<file path="src/rtl/sprite_rom_arbiter.sv">
// Shares one single-port sprite ROM between the P1 and P2 fetch paths using round-robin arbitration.
// Define SPRITE_ARB_STATS_EN to build the per-frame conflict counter; otherwise conflict_count is tied to 0.
module sprite_rom_arbiter #(
    parameter int ADDR_W      = 12,
    parameter int DATA_W      = 24,
    parameter int ROM_LATENCY = 2
) (
    input  logic              clk,
    input  logic              reset,
    input  logic              p1_req_valid,
    input  logic [ADDR_W-1:0] p1_req_addr,
    output logic              p1_req_ready,
    output logic              p1_rsp_valid,
    output logic [DATA_W-1:0] p1_rsp_data,
    input  logic              p2_req_valid,
    input  logic [ADDR_W-1:0] p2_req_addr,
    output logic              p2_req_ready,
    output logic              p2_rsp_valid,
    output logic [DATA_W-1:0] p2_rsp_data,
    output logic              rom_en,
    output logic [ADDR_W-1:0] rom_addr,
    input  logic [DATA_W-1:0] rom_data,
    input  logic              frame_start,
    output logic [15:0]       conflict_count
);

    typedef enum logic {OWNER_P1 = 1'b0, OWNER_P2 = 1'b1} owner_e;

    owner_e              lastGrant_q, lastGrant_d;
    logic                p1Grant, p2Grant, anyGrant;
    logic                romEn_q;
    logic [ADDR_W-1:0]   romAddr_q, romAddr_d;
    logic [ROM_LATENCY:0] tagValid_q, tagValid_d;
    logic [ROM_LATENCY:0] tagOwner_q, tagOwner_d;
    logic                p1RspValid_q, p2RspValid_q;
    logic [DATA_W-1:0]   p1RspData_q, p2RspData_q;
    logic                p1RspValid_d, p2RspValid_d;

    // On a conflict the requester that did not win last time gets the ROM.
    always_comb begin
        p1Grant     = 1'b0;
        p2Grant     = 1'b0;
        if (!reset) begin
            if (p1_req_valid && p2_req_valid) begin
                p1Grant = (lastGrant_q == OWNER_P2);
                p2Grant = (lastGrant_q == OWNER_P1);
            end else begin
                p1Grant = p1_req_valid;
                p2Grant = p2_req_valid;
            end
        end
        anyGrant    = p1Grant | p2Grant;

        lastGrant_d = lastGrant_q;
        if (p1Grant) begin
            lastGrant_d = OWNER_P1;
        end else if (p2Grant) begin
            lastGrant_d = OWNER_P2;
        end

        romAddr_d = romAddr_q;
        if (p2Grant) begin
            romAddr_d = p2_req_addr;
        end else if (p1Grant) begin
            romAddr_d = p1_req_addr;
        end

        // Tag bit 1 marks a P2 access; the last stage lines up with rom_data.
        tagValid_d   = {tagValid_q[ROM_LATENCY-1:0], anyGrant};
        tagOwner_d   = {tagOwner_q[ROM_LATENCY-1:0], p2Grant};
        p1RspValid_d = tagValid_q[ROM_LATENCY] && !tagOwner_q[ROM_LATENCY];
        p2RspValid_d = tagValid_q[ROM_LATENCY] &&  tagOwner_q[ROM_LATENCY];
    end

    always_ff @(posedge clk) begin
        if (reset) begin
            lastGrant_q  <= OWNER_P2;
            romEn_q      <= 1'b0;
            romAddr_q    <= '0;
            tagValid_q   <= '0;
            tagOwner_q   <= '0;
            p1RspValid_q <= 1'b0;
            p2RspValid_q <= 1'b0;
            p1RspData_q  <= '0;
            p2RspData_q  <= '0;
        end else begin
            lastGrant_q  <= lastGrant_d;
            romEn_q      <= anyGrant;
            romAddr_q    <= romAddr_d;
            tagValid_q   <= tagValid_d;
            tagOwner_q   <= tagOwner_d;
            p1RspValid_q <= p1RspValid_d;
            p2RspValid_q <= p2RspValid_d;
            if (p1RspValid_d) begin
                p1RspData_q <= rom_data;
            end
            if (p2RspValid_d) begin
                p2RspData_q <= rom_data;
            end
        end
    end

    assign p1_req_ready = p1Grant;
    assign p2_req_ready = p2Grant;
    assign rom_en       = romEn_q;
    assign rom_addr     = romAddr_q;
    assign p1_rsp_valid = p1RspValid_q;
    assign p2_rsp_valid = p2RspValid_q;
    assign p1_rsp_data  = p1RspData_q;
    assign p2_rsp_data  = p2RspData_q;

`ifdef SPRITE_ARB_STATS_EN
    logic [15:0] conflictCount_q, conflictCount_d;
    logic        conflict;

    // A frame_start that coincides with a conflict restarts the count at 1.
    always_comb begin
        conflict        = p1_req_valid && p2_req_valid;
        conflictCount_d = conflictCount_q;
        if (frame_start) begin
            conflictCount_d = {15'd0, conflict};
        end else if (conflict && (conflictCount_q != 16'hFFFF)) begin
            conflictCount_d = conflictCount_q + 16'd1;
        end
    end

    always_ff @(posedge clk) begin
        if (reset) begin
            conflictCount_q <= '0;
        end else begin
            conflictCount_q <= conflictCount_d;
        end
    end

    assign conflict_count = conflictCount_q;
`else
    logic unusedFrameStart;
    assign unusedFrameStart = frame_start;
    assign conflict_count   = 16'd0;
`endif

endmodule

</file>
<file path="config.mk">
export PLATFORM = sky130hd
export DESIGN_NAME = sprite_rom_arbiter
export DESIGN_NICKNAME = d
export VERILOG_FILES = /design/src/rtl/sprite_rom_arbiter.sv
export SDC_FILE = /design/constraint.sdc
export NUM_CORES = 1
export LEC_CHECK = 0
export ABC_AREA = 1
export CORE_MARGIN = 2
export CORE_UTILIZATION = 40
export CTS_CLUSTER_DIAMETER = 150
export CTS_CLUSTER_SIZE = 8
export DETAILED_ROUTE_END_ITERATION = 10
export GPL_ROUTABILITY_DRIVEN = 0
export MAX_ROUTING_LAYER = met4
export PLACE_DENSITY_LB_ADDON = 0.12
export SETUP_SLACK_MARGIN = 0.05
export SLEW_MARGIN = 20
export SYNTH_ARGS = -nofsm -noshare
export SYNTH_HDL_FRONTEND = slang
export SYNTH_SLANG_ARGS = --single-unit
</file>
<file path="constraint.sdc">
create_clock -name clk -period 1.7 [get_ports clk]
set_input_delay 0.34 -clock clk [delete_from_list [all_inputs] [get_ports clk]]
set_output_delay 0.34 -clock clk [all_outputs]
set_load 0.005 [all_outputs]
</file>
## Word-level counts from Yosys, hierarchy flattened

Index checks and enable logic that the tools add are counted.

- Register bits after elaboration: 70
- Latch bits: 0
- Bits in writable memories: 0
- ROM bits: 0
- Input port bits: 53
- Output and inout port bits: 81
- Word-level logic and storage cells: 24
- Memories: 0

- $add $sub $neg: 0
- $mul: 0
- Div/mod/pow operators: 0
- $lt $le $gt $ge: 0
- Equality and inequality tests: 0
- Shift-type cells: 0
- Muxes and demuxes: 8
- Bitwise logic cells: 2
- Reduce and logical (&&, ||, !) cells: 5

Operators by type and width:

| cell | count |
|---|---|
| 12-bit 2-to-1 mux | 2 |
| 1-bit 2-to-1 mux | 6 |
| 1-bit logical AND | 3 |
| 2-bit nonzero test | 1 |
| 1-bit logical NOT | 1 |
| 1-bit inverter | 1 |
| 1-bit OR | 1 |

## Logic depth before layout (Yosys ltp)

- Depth in word-level cells: 5
- Gate-level depth with buffers: 7
- Depth with buffers taken out: 6

## Worst setup path before layout

No wires, ideal clock.

- Kind: input-to-output
- Start point: in reset
- End point: out p2_req_ready
- Arrival time: 774 ps
- Data required time: 1360 ps
- Setup slack: 586 ps
- Stages on the path: 4
- Path buffers: 1
- Path through: inv_2 nand3_4 buf_6 inv_1

- Cells in the longest elaborated chain, start to end: 1

RTL lines:

| item | RTL line | RTL |
|---|---|---|
| start: declaration | 9 | `input logic reset,` |
| 1-bit 2-to-1 mux | 43 | `if (!reset) begin` |
| end: declaration | 17 | `output logic p2_req_ready,` |

No other way between the ends.

## Worst setup path in the final report

- Start point: reg p2RspData_q[14] (netlist: p2_rsp_data[14])
- End point: out p2_rsp_data[14]

RTL lines:

| item | RTL line | RTL |
|---|---|---|
| start: declaration | 36 | `logic [DATA_W-1:0] p1RspData_q, p2RspData_q;` |
| start signal: assignment | 98 | `p2RspData_q <= rom_data;` |
| end: declaration | 19 | `output logic [DATA_W-1:0] p2_rsp_data,` |

No word-level cell between the ends.

==> results.cfg <==
[setup_path]
max_stage_delay_ps = 530
slowest_stage = clkdlybuf4s50_1
crit_chain = clkdlybuf4s50_1
cp.arrival_ps = 1190
path_delay_family = buffers and inverters
critPathRequiredTime_ps = 1360
crit_path_max_fanout = 2
criticalPathCategory = reg -> out
end_kind = primary output
crit_buf_inv = 1
crit-reg2reg-launch = tagOwner_q[2]
startpoint_type = register
crit_start = p2_rsp_data[14]

[worst_hold_path]
hold_path_startpoint = tagOwner_q[1]
min_path_type = reg -> reg

[drt]
via_count = 2588
drt_pass1_iterations = 4
drtIter0Drc = 95
viasPerCell = 4.45
antenna_left = 0
routedWlPerCell_um = 11.4
drc = 0
totalWireLength_um = 6650

[finish]
utilization = 0.618
syn_to_final_growth_pct = 50.2
nFillCells = 651
diodes = 0
drive_above_1_share = 0.0948
layout.nets = 533

[floorplanning]
rows = 30
ioPinCount = 134
die_w_um = 87.6
coreArea_um2 = 6790
start_util = 0.412
dieArea_um2 = 7680
die_h_um = 87.6

[global_route]
grt_max_degree = 42
grt-ovfl-total = 0
first_global_vias = 2375
grt_pass1_wl_um = 10700
track_usage = 0.181
grt_antenna_before_repair = 0

[pwr]
seqPwrFrac = 0.474
vdd.ir_drop.worst_v = 0.000429
switching_share = 0.229
power.clock.fraction = 0.394
pwr-share-comb = 0.132
powerDensity_nw_per_um2 = 858
p_leak_nw = 1.80
p_switching_uw = 827
internal_power_mw = 2.78

[clocking]
cts_inserted_buffers = 9
clkTransAtPathRegs_ps = 70
clock_latency_ps = 330
clockRootBuffer = clkbuf_8
cts_buffer_depth = 2
cts_tree = built
htreeDepth = 3
clkSinkCount = 69

[timing]
fin_crit_ps = 1530
slew_viol_final = 0
hold_viol_final = 0
finalCritPeriodShare = 0.901
finalSetupViolCount = 0
rsz0062_at_grt = no
worst_pin_slew_ps = 757
max_freq_mhz = 653
slew_headroom = 0.495
skew_ps = 10.8
fin_ws_ps = 168
finalSetupTns_ps = 0

[synthesis]
ys_seq_area_frac = 0.494
yosysTopAreaCellShare = 0.494
synth.cells.most_frequent = nor2_1, dfxtp_1, o21ai_0
synthArstFlopShare = 0
synth_edf_count = 0
ys_warn_count = 0
synth_area_leaders = dfxtp_1, nor2_1, o21ai_0
synthDistinctLibCells = 23
synthCells = 362
yosysMostFrequentCell = nor2_1
yosys.area.top_type = dfxtp_1
synthesis.area_um2 = 2800
syn_area_per_cell_um2 = 7.73
yosys_register_bits = 69
dominantRegCellSynth = dfxtp_1

[place]
preCtsSetupSlack_ps = -264
port_buffers = 116
hpwl_um = 4700

[flow_run]
drv_cap = 0

[run_status]
status = completed
## cells in the final DEF, fill, tap and decap left out
cell type        count
conb_1              16
inv_1               32
clkdlybuf4s50_1    111
o21ai_0             46
clkinv_2             2
nand3_4              1
nand2_2              1
a21oi_1             12
nand3_1              4
clkbuf_8             9
clkinv_4             2
dlygate4sd2_1        5
bufinv_16            2
dfxtp_1             68
nand2_1             26
inv_4                1
dfxtp_2              1
inv_2                3
buf_12               1
nor2_2               1
nor2_1             103
nand3_2              9
o21ai_4              1
nand4_1             12
buf_4               12
clkbuf_1             1
o21ai_1              3
## tightest hold or removal path, stage by stage (launching register included)
cell	delay (ps)
dfxtp_1	300
inv_1	40
nor2_1	30
## repair_timing
item | 4_1_cts | 5_1_grt
buffers inserted | 1 | 0
resized for setup | 7 | 0
hold buffers | 0 | 0
endpoints found under the setup margin | 2 | 0
## sequential cells by signal (all words and copies together), names as in the netlist
signal	count
p2_rsp_valid	1
tagOwner_q	3
p2_rsp_data	24
p1_rsp_data	24
p1_rsp_valid	1
lastGrant_q	1
tagValid_q	3
rom_addr	12
## kinds of logic after synthesis
kind of cell    Yosys count  synth area share
buf+inv                  73             0.141
compound gates           62             0.115
flops                    69             0.494
other cells               1           0.00134
simple gates            157             0.249
## per-stage QoR
step,total power [mW],area [µm²],std cells,hold slack (ps)
floorplan,1.97,2850,377,388
global placement,2.22,3980,564,390
detailed placement,2.23,3980,564,397
CTS,3.65,4200,581,393
global route,3.78,4200,581,396
finish,3.60,4200,581,391
## final timing paths
kind	end	slack, ps	cells past startpoint
min reg2reg	tagOwner_q[2]	390	2
max reg2reg	p2_rsp_data[22]	450	4
min	tagOwner_q[2]	390	2
max	p2_rsp_data[14]	170	1
## per-layer routing
layer  vias up  wire (µm)  track usage
met5         -          0            -
met4         0         77       0.0671
met3         8        508       0.0481
met2        92       3090        0.294
met1      1146       2970        0.216
li1       1342          -            -
## power by group through the flow
stage	Sequential (mW)	Combinational (mW)	Clock, mW
detailed placement	1.74	0.481	0
floorplan	1.75	0.222	0
global placement	1.74	0.478	0
CTS	1.71	0.482	1.46
finish	1.71	0.476	1.42
global route	1.72	0.527	1.53
## final cells by class
| cell class | instances | area (µm²) | area share |
|---|---|---|---|
| tap | 96 | 120 | 0.0286 |
| sequential | 69 | 1380 | 0.329 |
| multi-input combinational | 235 | 1080 | 0.257 |
| clock buffer | 10 | 128 | 0.0304 |
| timing repair buffer | 129 | 1260 | 0.301 |
| inverter | 36 | 138 | 0.0328 |
| clock inverter | 6 | 87.6 | 0.0208 |
(Power assumes the default switching activity.)
